### src/rtl/instruction_aligner.sv
// Halfword-granular fetch aligner: buffers fetch words as 16-bit parcels and
// presents one whole instruction per handshake, expanding RV32C when enabled.
module instruction_aligner #(
   parameter int BUF_HW = 4,
   parameter int C_EN   = 1
) (
   input  logic        clk,
   input  logic        reset,
   input  logic        fetch_valid,
   output logic        fetch_ready,
   input  logic [31:0] fetch_data,
   input  logic [31:0] fetch_pc,
   input  logic        flush,
   input  logic [31:0] flush_pc,
   output logic        inst_valid,
   input  logic        inst_ready,
   output logic [31:0] inst_data,
   output logic [31:0] inst_pc,
   output logic        inst_is_compressed,
   output logic        inst_illegal
);
   localparam int PW = $clog2(BUF_HW);
   localparam int CW = $clog2(BUF_HW + 1);

   logic [15:0]   buf_mem [BUF_HW];
   logic [PW-1:0] head_reg, head_next;
   logic [PW-1:0] tail_reg, tail_next;
   logic [CW-1:0] count_reg, count_next;
   logic [31:0]   head_pc_reg, head_pc_next;

   logic [PW-1:0] tail_plus1, head_plus1;
   logic [CW-1:0] free_cnt, push_n, pop_n, need_n;
   logic          push, push_two, pop;
   logic [15:0]   hw0, hw1;
   logic          is_32;
   logic [32:0]   exp_res;
   logic          unused_pc_bits;

   // Pointer advance modulo BUF_HW (depth need not be a power of two).
   function automatic logic [PW-1:0] ptr_inc(input logic [PW-1:0] ptr, input logic [1:0] n);
      logic [PW:0] sum;
      sum = {1'b0, ptr} + {{(PW-1){1'b0}}, n};
      if (sum >= (PW+1)'(BUF_HW)) begin
         sum = sum - (PW+1)'(BUF_HW);
      end
      return sum[PW-1:0];
   endfunction

   // Returns {illegal, expanded instruction} for one compressed parcel.
   function automatic logic [32:0] expand(input logic [15:0] hw);
      logic [31:0] d;
      logic        ill;
      logic [4:0]  rd, rs2, rdp, rs1p;
      logic [11:0] imm6s;
      logic [20:0] jimm;
      logic [12:0] bimm;
      logic [9:0]  uimm4spn, imm16sp;
      logic [6:0]  lwoff;
      logic [7:0]  lwspoff, swspoff;
      logic [19:0] luiimm;
      d        = '0;
      ill      = 1'b0;
      rd       = hw[11:7];
      rs2      = hw[6:2];
      rdp      = {2'b01, hw[4:2]};
      rs1p     = {2'b01, hw[9:7]};
      imm6s    = {{6{hw[12]}}, hw[12], hw[6:2]};
      uimm4spn = {hw[10:7], hw[12:11], hw[5], hw[6], 2'b00};
      lwoff    = {hw[5], hw[12:10], hw[6], 2'b00};
      lwspoff  = {hw[3:2], hw[12], hw[6:4], 2'b00};
      swspoff  = {hw[8:7], hw[12:9], 2'b00};
      imm16sp  = {hw[12], hw[4:3], hw[5], hw[2], hw[6], 4'b0000};
      luiimm   = {{14{hw[12]}}, hw[12], hw[6:2]};
      jimm     = {{9{hw[12]}}, hw[12], hw[8], hw[10:9], hw[6], hw[7], hw[2], hw[11], hw[5:3], 1'b0};
      bimm     = {{4{hw[12]}}, hw[12], hw[6:5], hw[2], hw[11:10], hw[4:3], 1'b0};
      case ({hw[1:0], hw[15:13]})
         5'b00_000: begin
            if (uimm4spn == '0) ill = 1'b1;
            else d = {2'b00, uimm4spn, 5'd2, 3'b000, rdp, 7'h13};
         end
         5'b00_010: d = {5'b0, lwoff, rs1p, 3'b010, rdp, 7'h03};
         5'b00_110: d = {5'b0, lwoff[6:5], rdp, rs1p, 3'b010, lwoff[4:0], 7'h23};
         5'b01_000: d = {imm6s, rd, 3'b000, rd, 7'h13};
         5'b01_001: d = {jimm[20], jimm[10:1], jimm[11], jimm[19:12], 5'd1, 7'h6f};
         5'b01_010: d = {imm6s, 5'd0, 3'b000, rd, 7'h13};
         5'b01_011: begin
            if (rd == 5'd2) begin
               if (imm16sp == '0) ill = 1'b1;
               else d = {{2{imm16sp[9]}}, imm16sp, 5'd2, 3'b000, 5'd2, 7'h13};
            end else begin
               if ({hw[12], hw[6:2]} == 6'd0) ill = 1'b1;
               else d = {luiimm, rd, 7'h37};
            end
         end
         5'b01_100: begin
            case (hw[11:10])
               2'b00: begin
                  if (hw[12]) ill = 1'b1;
                  else d = {7'b0000000, hw[6:2], rs1p, 3'b101, rs1p, 7'h13};
               end
               2'b01: begin
                  if (hw[12]) ill = 1'b1;
                  else d = {7'b0100000, hw[6:2], rs1p, 3'b101, rs1p, 7'h13};
               end
               2'b10: d = {imm6s, rs1p, 3'b111, rs1p, 7'h13};
               default: begin
                  // hw[12]=1 here selects the RV64 word ops, not part of RV32C.
                  if (hw[12]) ill = 1'b1;
                  else begin
                     case (hw[6:5])
                        2'b00:   d = {7'b0100000, rdp, rs1p, 3'b000, rs1p, 7'h33};
                        2'b01:   d = {7'b0000000, rdp, rs1p, 3'b100, rs1p, 7'h33};
                        2'b10:   d = {7'b0000000, rdp, rs1p, 3'b110, rs1p, 7'h33};
                        default: d = {7'b0000000, rdp, rs1p, 3'b111, rs1p, 7'h33};
                     endcase
                  end
               end
            endcase
         end
         5'b01_101: d = {jimm[20], jimm[10:1], jimm[11], jimm[19:12], 5'd0, 7'h6f};
         5'b01_110: d = {bimm[12], bimm[10:5], 5'd0, rs1p, 3'b000, bimm[4:1], bimm[11], 7'h63};
         5'b01_111: d = {bimm[12], bimm[10:5], 5'd0, rs1p, 3'b001, bimm[4:1], bimm[11], 7'h63};
         5'b10_000: begin
            if (hw[12]) ill = 1'b1;
            else d = {7'b0000000, hw[6:2], rd, 3'b001, rd, 7'h13};
         end
         5'b10_010: begin
            if (rd == 5'd0) ill = 1'b1;
            else d = {4'b0000, lwspoff, 5'd2, 3'b010, rd, 7'h03};
         end
         5'b10_100: begin
            if (!hw[12]) begin
               if (rs2 != 5'd0) d = {7'b0000000, rs2, 5'd0, 3'b000, rd, 7'h33};
               else if (rd == 5'd0) ill = 1'b1;
               else d = {12'h000, rd, 3'b000, 5'd0, 7'h67};
            end else begin
               if (rs2 != 5'd0) d = {7'b0000000, rs2, rd, 3'b000, rd, 7'h33};
               else if (rd == 5'd0) d = 32'h0010_0073;
               else d = {12'h000, rd, 3'b000, 5'd1, 7'h67};
            end
         end
         5'b10_110: d = {4'b0000, swspoff[7:5], rs2, 5'd2, 3'b010, swspoff[4:0], 7'h23};
         default:   ill = 1'b1;
      endcase
      if (ill) d = {16'h0000, hw};
      return {ill, d};
   endfunction

   // Only bit 1 of the fetch address matters: it marks an upper-half-only word.
   assign unused_pc_bits = ^{fetch_pc[31:2], fetch_pc[0]};

   assign tail_plus1  = ptr_inc(tail_reg, 2'd1);
   assign head_plus1  = ptr_inc(head_reg, 2'd1);
   assign free_cnt    = CW'(BUF_HW) - count_reg;
   assign fetch_ready = !reset && !flush && (free_cnt >= CW'(2));
   assign push        = fetch_valid && fetch_ready;
   assign push_two    = !fetch_pc[1];
   assign push_n      = push ? (push_two ? CW'(2) : CW'(1)) : '0;

   for (genvar gi = 0; gi < BUF_HW; gi++) begin : g_buf
      always_ff @(posedge clk) begin
         if (push && (tail_reg == PW'(gi))) begin
            buf_mem[gi] <= push_two ? fetch_data[15:0] : fetch_data[31:16];
         end else if (push && push_two && (tail_plus1 == PW'(gi))) begin
            buf_mem[gi] <= fetch_data[31:16];
         end
      end
   end

   assign hw0     = buf_mem[head_reg];
   assign hw1     = buf_mem[head_plus1];
   assign is_32   = (hw0[1:0] == 2'b11);
   assign need_n  = is_32 ? CW'(2) : CW'(1);
   assign exp_res = (C_EN != 0) ? expand(hw0) : {1'b1, 16'h0000, hw0};
   assign pop     = inst_valid && inst_ready;
   assign pop_n   = pop ? need_n : '0;

   always_comb begin
      inst_valid         = !reset && !flush && (count_reg >= need_n);
      inst_data          = '0;
      inst_pc            = '0;
      inst_is_compressed = 1'b0;
      inst_illegal       = 1'b0;
      if (inst_valid) begin
         inst_data          = is_32 ? {hw1, hw0} : exp_res[31:0];
         inst_pc            = head_pc_reg;
         inst_is_compressed = !is_32;
         inst_illegal       = !is_32 && exp_res[32];
      end
   end

   always_comb begin
      head_next    = head_reg;
      tail_next    = tail_reg;
      count_next   = count_reg;
      head_pc_next = head_pc_reg;
      if (flush) begin
         head_next    = '0;
         tail_next    = '0;
         count_next   = '0;
         head_pc_next = flush_pc;
      end else begin
         if (push) tail_next = ptr_inc(tail_reg, push_two ? 2'd2 : 2'd1);
         if (pop) begin
            head_next    = ptr_inc(head_reg, is_32 ? 2'd2 : 2'd1);
            head_pc_next = head_pc_reg + (is_32 ? 32'd4 : 32'd2);
         end
         count_next = count_reg + push_n - pop_n;
      end
   end

   always_ff @(posedge clk) begin
      if (reset) begin
         head_reg    <= '0;
         tail_reg    <= '0;
         count_reg   <= '0;
         head_pc_reg <= '0;
      end else begin
         head_reg    <= head_next;
         tail_reg    <= tail_next;
         count_reg   <= count_next;
         head_pc_reg <= head_pc_next;
      end
   end
endmodule

### config.mk
export PLATFORM = sky130hd
export DESIGN_NAME = instruction_aligner
export DESIGN_NICKNAME = d
export VERILOG_FILES = /design/src/rtl/instruction_aligner.sv
export SDC_FILE = /design/constraint.sdc
export NUM_CORES = 1
export LEC_CHECK = 0
export ABC_AREA = 1
export ABC_CLOCK_PERIOD_IN_PS = 4300
export CAP_MARGIN = 0
export CORE_ASPECT_RATIO = 0.9
export CORE_MARGIN = 10
export CORE_UTILIZATION = 50
export CTS_CLUSTER_DIAMETER = 80
export DETAILED_ROUTE_END_ITERATION = 16
export PLACE_DENSITY = 0.88
export SLEW_MARGIN = 5
export SYNTH_ARGS = -nofsm -noshare
export SYNTH_HDL_FRONTEND = slang
export SYNTH_SLANG_ARGS = --single-unit
### constraint.sdc
create_clock -name clk -period 4.3 [get_ports clk]
set_input_delay 0.86 -clock clk [delete_from_list [all_inputs] [get_ports clk]]
set_output_delay 0.86 -clock clk [all_outputs]
set_load 0.02 [all_outputs]
# [Yosys cells after proc, flatten, opt, wreduce, memory -nomap -nowiden]
# Memories as Yosys holds them, arrays and structs flattened. A register that Yosys moved wholly into a read port is not among the register bits.
# Cells that the tools add are included.
# W data, S select, Z words.
[op_classes] addsub=12 magnitude_cmp=6 n_eq_ne=26 muxes=79 bitwise=4 n_reduce_logical=34
[ops] op="$pmux W32 S15" count=1
[ops] op="$mux W32" count=10
[ops] op="$mux W16" count=7
[ops] op="$mux W25" count=4
[ops] op="$pmux W32 S3" count=1
[ops] op="$pmux W31 S3" count=1
[ops] op="$mux W31" count=2
[ops] op="$eq A5 B4 Y1 const B" count=8
[ops] op="$mux W1" count=33
[ops] op="$add A32 B3 Y32" count=1
[ops] op="$reduce_or A16 Y1" count=2
[ops] op="$mux W30" count=1
[ops] op="$mux W2" count=14
[ops] op="$mux W28" count=1
[ops] op="$mux W21" count=1
[ops] op="$eq A5 B5 Y1 const B" count=4
[ops] op="$mux W20" count=1
[ops] op="$logic_and A1 B1 Y1" count=15
[ops] op="$eq A2 B2 Y1 const B" count=7
[ops] op="$ge A3 B3 Y1 const B" count=4
[ops] op="$logic_not A6 Y1" count=2
[ops] op="$eq A5 B2 Y1 const B" count=2
[ops] op="$logic_not A5 Y1" count=2
[ops] op="$reduce_or A9 Y1" count=1
[ops] op="19 further kinds" count=36
[totals] register_bits=39 ramBits=64 out_inout_bits=68 elab_cells=166 mem_count=1
[memory_table] memory="buf_mem" depth=4 width=16 rd=2 rd_clocked_by_memory_dff=1 write_ports=2 line="25" source="logic [15:0] buf_mem [BUF_HW];"

# [Depth between registers and ports, before layout]
[logic_depth] word_depth=12 mapped_depth=26 ltp_nobuf=22

# [Worst setup path after synthesis]
# No wires, ideal clock.
[synth_path] kind="register to register" from="reg (tool-made name)" to="reg count_reg[2]" arrival_time_ns=3.799 slack_ns=0.381 path_stages_with_launch=23 path_buffers=4 synth_period_minus_slack_ns=3.919 cell_sequence="dfxtp_1 -> buf_6 -> inv_6 -> buf_6 -> nand2_1 -> nand3_1 -> nand2_2 -> buf_6 -> nor2_1 -> inv_1 -> clkbuf_1 -> ha_1 -> o21ai_0 -> nand3_1 -> nand2_1 -> nor2_1 -> clkinv_1 -> nor2_1 -> fa_1 -> fa_1 -> xor2_1 -> o21ai_0 -> a21oi_1"
[synth_lines] element="end signal: assignment" line="221" source="count_reg <= count_next;"
[synth_lines] element="end: declaration" line="28" source="logic [CW-1:0] count_reg, count_next;"

==> metrics <==
FFs w/ async S/R, synth 0; Avg Inst Size Synth 6.452 µm²; DRT Pass-1 Iters 6; post-route clock period utilization 0.9701; IO Count ~170; Sw Ratio 0.3239; combinational share of power 0.241; CP dominant cell by count nand2_2; max reg flops 64; root buf cell clkbuf_16; most common cell in the netlist nand2_1; Ys Warns 0; fillers 1659; NetSw 848.1 µW; GPL Wtd Cong 0.9966; Initial Utilization 0.5125; status finished, final reports clean; share of layout cells above drive strength 1 0.1015; Nets 1666; CP top delay family simple AND/OR/NAND/NOR gates; Post-Synthesis Cells 1408; Worst EP arrival 3.31 ns; via count 10550; Most used DFF post-synth edfxtp_1; CTS clk-pin slew, worst paths 0.09 ns; # setup viols final 0; initial antenna violation count 0; number of synthesized register bits approximately 110; Post-CTS Hold Fix Bufs 0; leakage dissipation 4.977 nW; routed wire length 35.25 mm; CP peak stage delay 0.63 ns; Core Util, Final 0.6337; PortBufs 137; Iter 0 DRT Violations between 1000 and 1500; Hold WS between 0.4 and 0.5 ns; Worst path slowest cell clkdlybuf4s50_1; Antenna Cells 0; total CTS buffers 9; power density cells 233.1 mW/mm²; Reg2Reg Capture Point count_reg[2]; Worst setup SP type flop; first-pass GRT wire length 54.33 mm; Clk Latency, worst-skew pair 0.37 ns; HP Class reg2reg; sequential power share 0.434; count of different cell masters after synthesis between 40 and 50; Post-DRT Antenna Nets 0; vias in the first global route 9752; Tmin final 4.171 ns; CORE AREA 0.01773 mm²; Setup crit end kind output port; Pint 1.770 mW; post-DP HPWL 27.03 mm; Die Y 147.9 µm; total power 2.619 mW; largest net degree at the start of global routing 33; Peak VDD IR between 0.2 and 0.25 mV; worst r2r path cells 19; Crit path buffers/inverters 3; min-delay src head_pc_reg[0]; EDFF count, synth 64; ranking of synthesized cells by area edfxtp_1 21%, nand2_1 16%, dfxtp_1 9.0%; Mapped Nets 1522; power share of the clock group 0.325; Cell Chain, Critical Path buf_4 -> nand2_1 -> nand3_1 -> nand2_2 -> nand2_2 -> nor3_4 -> nand2_2 -> nand3_2 -> nor2_4 -> buf_4 -> nand3_2 -> nand2_1 -> nor2_1 -> clkdlybuf4s50_1; Rel. slew slack 0.5277; vias per std cell 5.871; CTS tree yes; die area around 0.024 mm²; Commonest cells post-synth 396 x nand2_1, 187 x nor2_1, 142 x inv_1; slew of the pin with the lowest slew margin 0.7030 ns; Endpoint, Worst Hold head_pc_reg[0]; top cell type's share of synthesized area 0.2115; Worst R2R Setup Slack 0.32 ns; CP required 3.44 ns; post-DR wirelength/cell 19.61 µm; hold depth 2; area leader, netlist edfxtp_1; kind of critical path reg2out; area grow syn2layout 23.65%; Residual DRC 0; Seq/Total Area, Yosys 0.3019; CP max FO 8; Num Clock Sinks 105; gr ovfl total 0; overall routing resource usage 0.2817; Post-Syn Area ~0.009 mm²; depth of the CTS H-tree 3; FP Rows 46; Max Slew Vio Count 0; skew final 0.01937 ns; clk buf depth 2; Die Wd ~160 µm; FMAX 239.7 MHz; Max Cap Viol 0; Final Hold Viols 0
repair_timing:
action / in CTS / in global routing
endpoints found under the setup margin: 30 / 32
buffers inserted: 2 / 4
resized for setup: 2 / 22
pin swaps: 1 / 2
power groups by stage:
stage / clock network (mW) / registers [mW] / logic (mW)
CTS: 0.848 / 1.14 / 0.615
global route: 0.893 / 1.14 / 0.683
finish: 0.851 / 1.14 / 0.631
detailed placement: 0 / 1.16 / 0.609
global placement: 0 / 1.16 / 0.597
floorplan: 0 / 1.15 / 0.368
worst min-delay path: stages, from the launching register on:
cell and delay (ns):
dfxtp_1 0.31, inv_1 0.06, a21oi_1 0.06
worst max-delay path by stage:
stage / from / end / slack (ns) / cells after the start
floorplan: flop / count_reg[2] / 0.38 / 22
global placement: flop / inst_data[3] / 0.20 / 14
detailed placement: flop / inst_data[3] / 0.19 / 14
CTS: flop / inst_data[7] / 0.01 / 14
global route: flop / inst_data[18] / -0.01 / 16
finish: flop / inst_data[6] / 0.13 / 14
cell type report:
| type | instances | area, µm² | area share |
|---|---|---|---|
| multi-input cells | 1085 | 5430 | 0.4834 |
| flip-flops and latches | 105 | 2750 | 0.2448 |
| repair buffers | 196 | 1859 | 0.1655 |
| inverters | 155 | 586.8 | 0.05224 |
| well taps | 240 | 300.3 | 0.02673 |
| clock buffers | 10 | 239.0 | 0.02127 |
| clock inverters | 6 | 67.56 | 0.006015 |
metrics by stage:
stage	instance area (µm²)	worst slack (ns)	std cells	TNS (ns)
floorplan	9085	0.3809	1408	0
global placement	10820	0.1994	1775	0
detailed placement	10820	0.1914	1775	0
CTS	11140	0.01317	1793	0
global route	11230	-0.01127	1797	-0.01127
finish	11230	0.1286	1797	0
per-layer routing:
metal | up-vias | share of wire | track usage
li1 | 4960 | - | -
met1 | 4835 | 0.42 | 0.3763
met2 | 671 | 0.46 | 0.4578
met3 | 85 | 0.10 | 0.05247
met4 | 0 | 0.024 | 0.07091
met5 | - | 0 | 0
cell usage in the layout, fill, tap and decap left out, types with 12 or more instances in the layout:
| cell | count |
|---|---|
| nand2_2 | 28 |
| nand2_1 | 394 |
| clkdlybuf4s50_1 | 124 |
| nor2_1 | 185 |
| nand4_1 | 25 |
| a21oi_1 | 41 |
| mux2i_1 | 16 |
| nand3_2 | 20 |
| nand3_1 | 111 |
| edfxtp_1 | 64 |
| o22ai_1 | 12 |
| buf_4 | 58 |
| inv_1 | 141 |
| o221ai_1 | 18 |
| dfxtp_1 | 39 |
| o211ai_1 | 13 |
| dlymetal6s2s_1 | 13 |
| nor3_1 | 20 |
| o21ai_0 | 123 |
kinds of logic after synthesis:
kind of cell / share of synthesized area
compound gates: 0.1475
xor+xnor: 0.01060
fa+ha+maj: 0.02038
buf+inv: 0.1029
flops: 0.3019
mux: 0.01763
simple gates: 0.3991
Note: power is estimated with default switching activity, not from simulation.
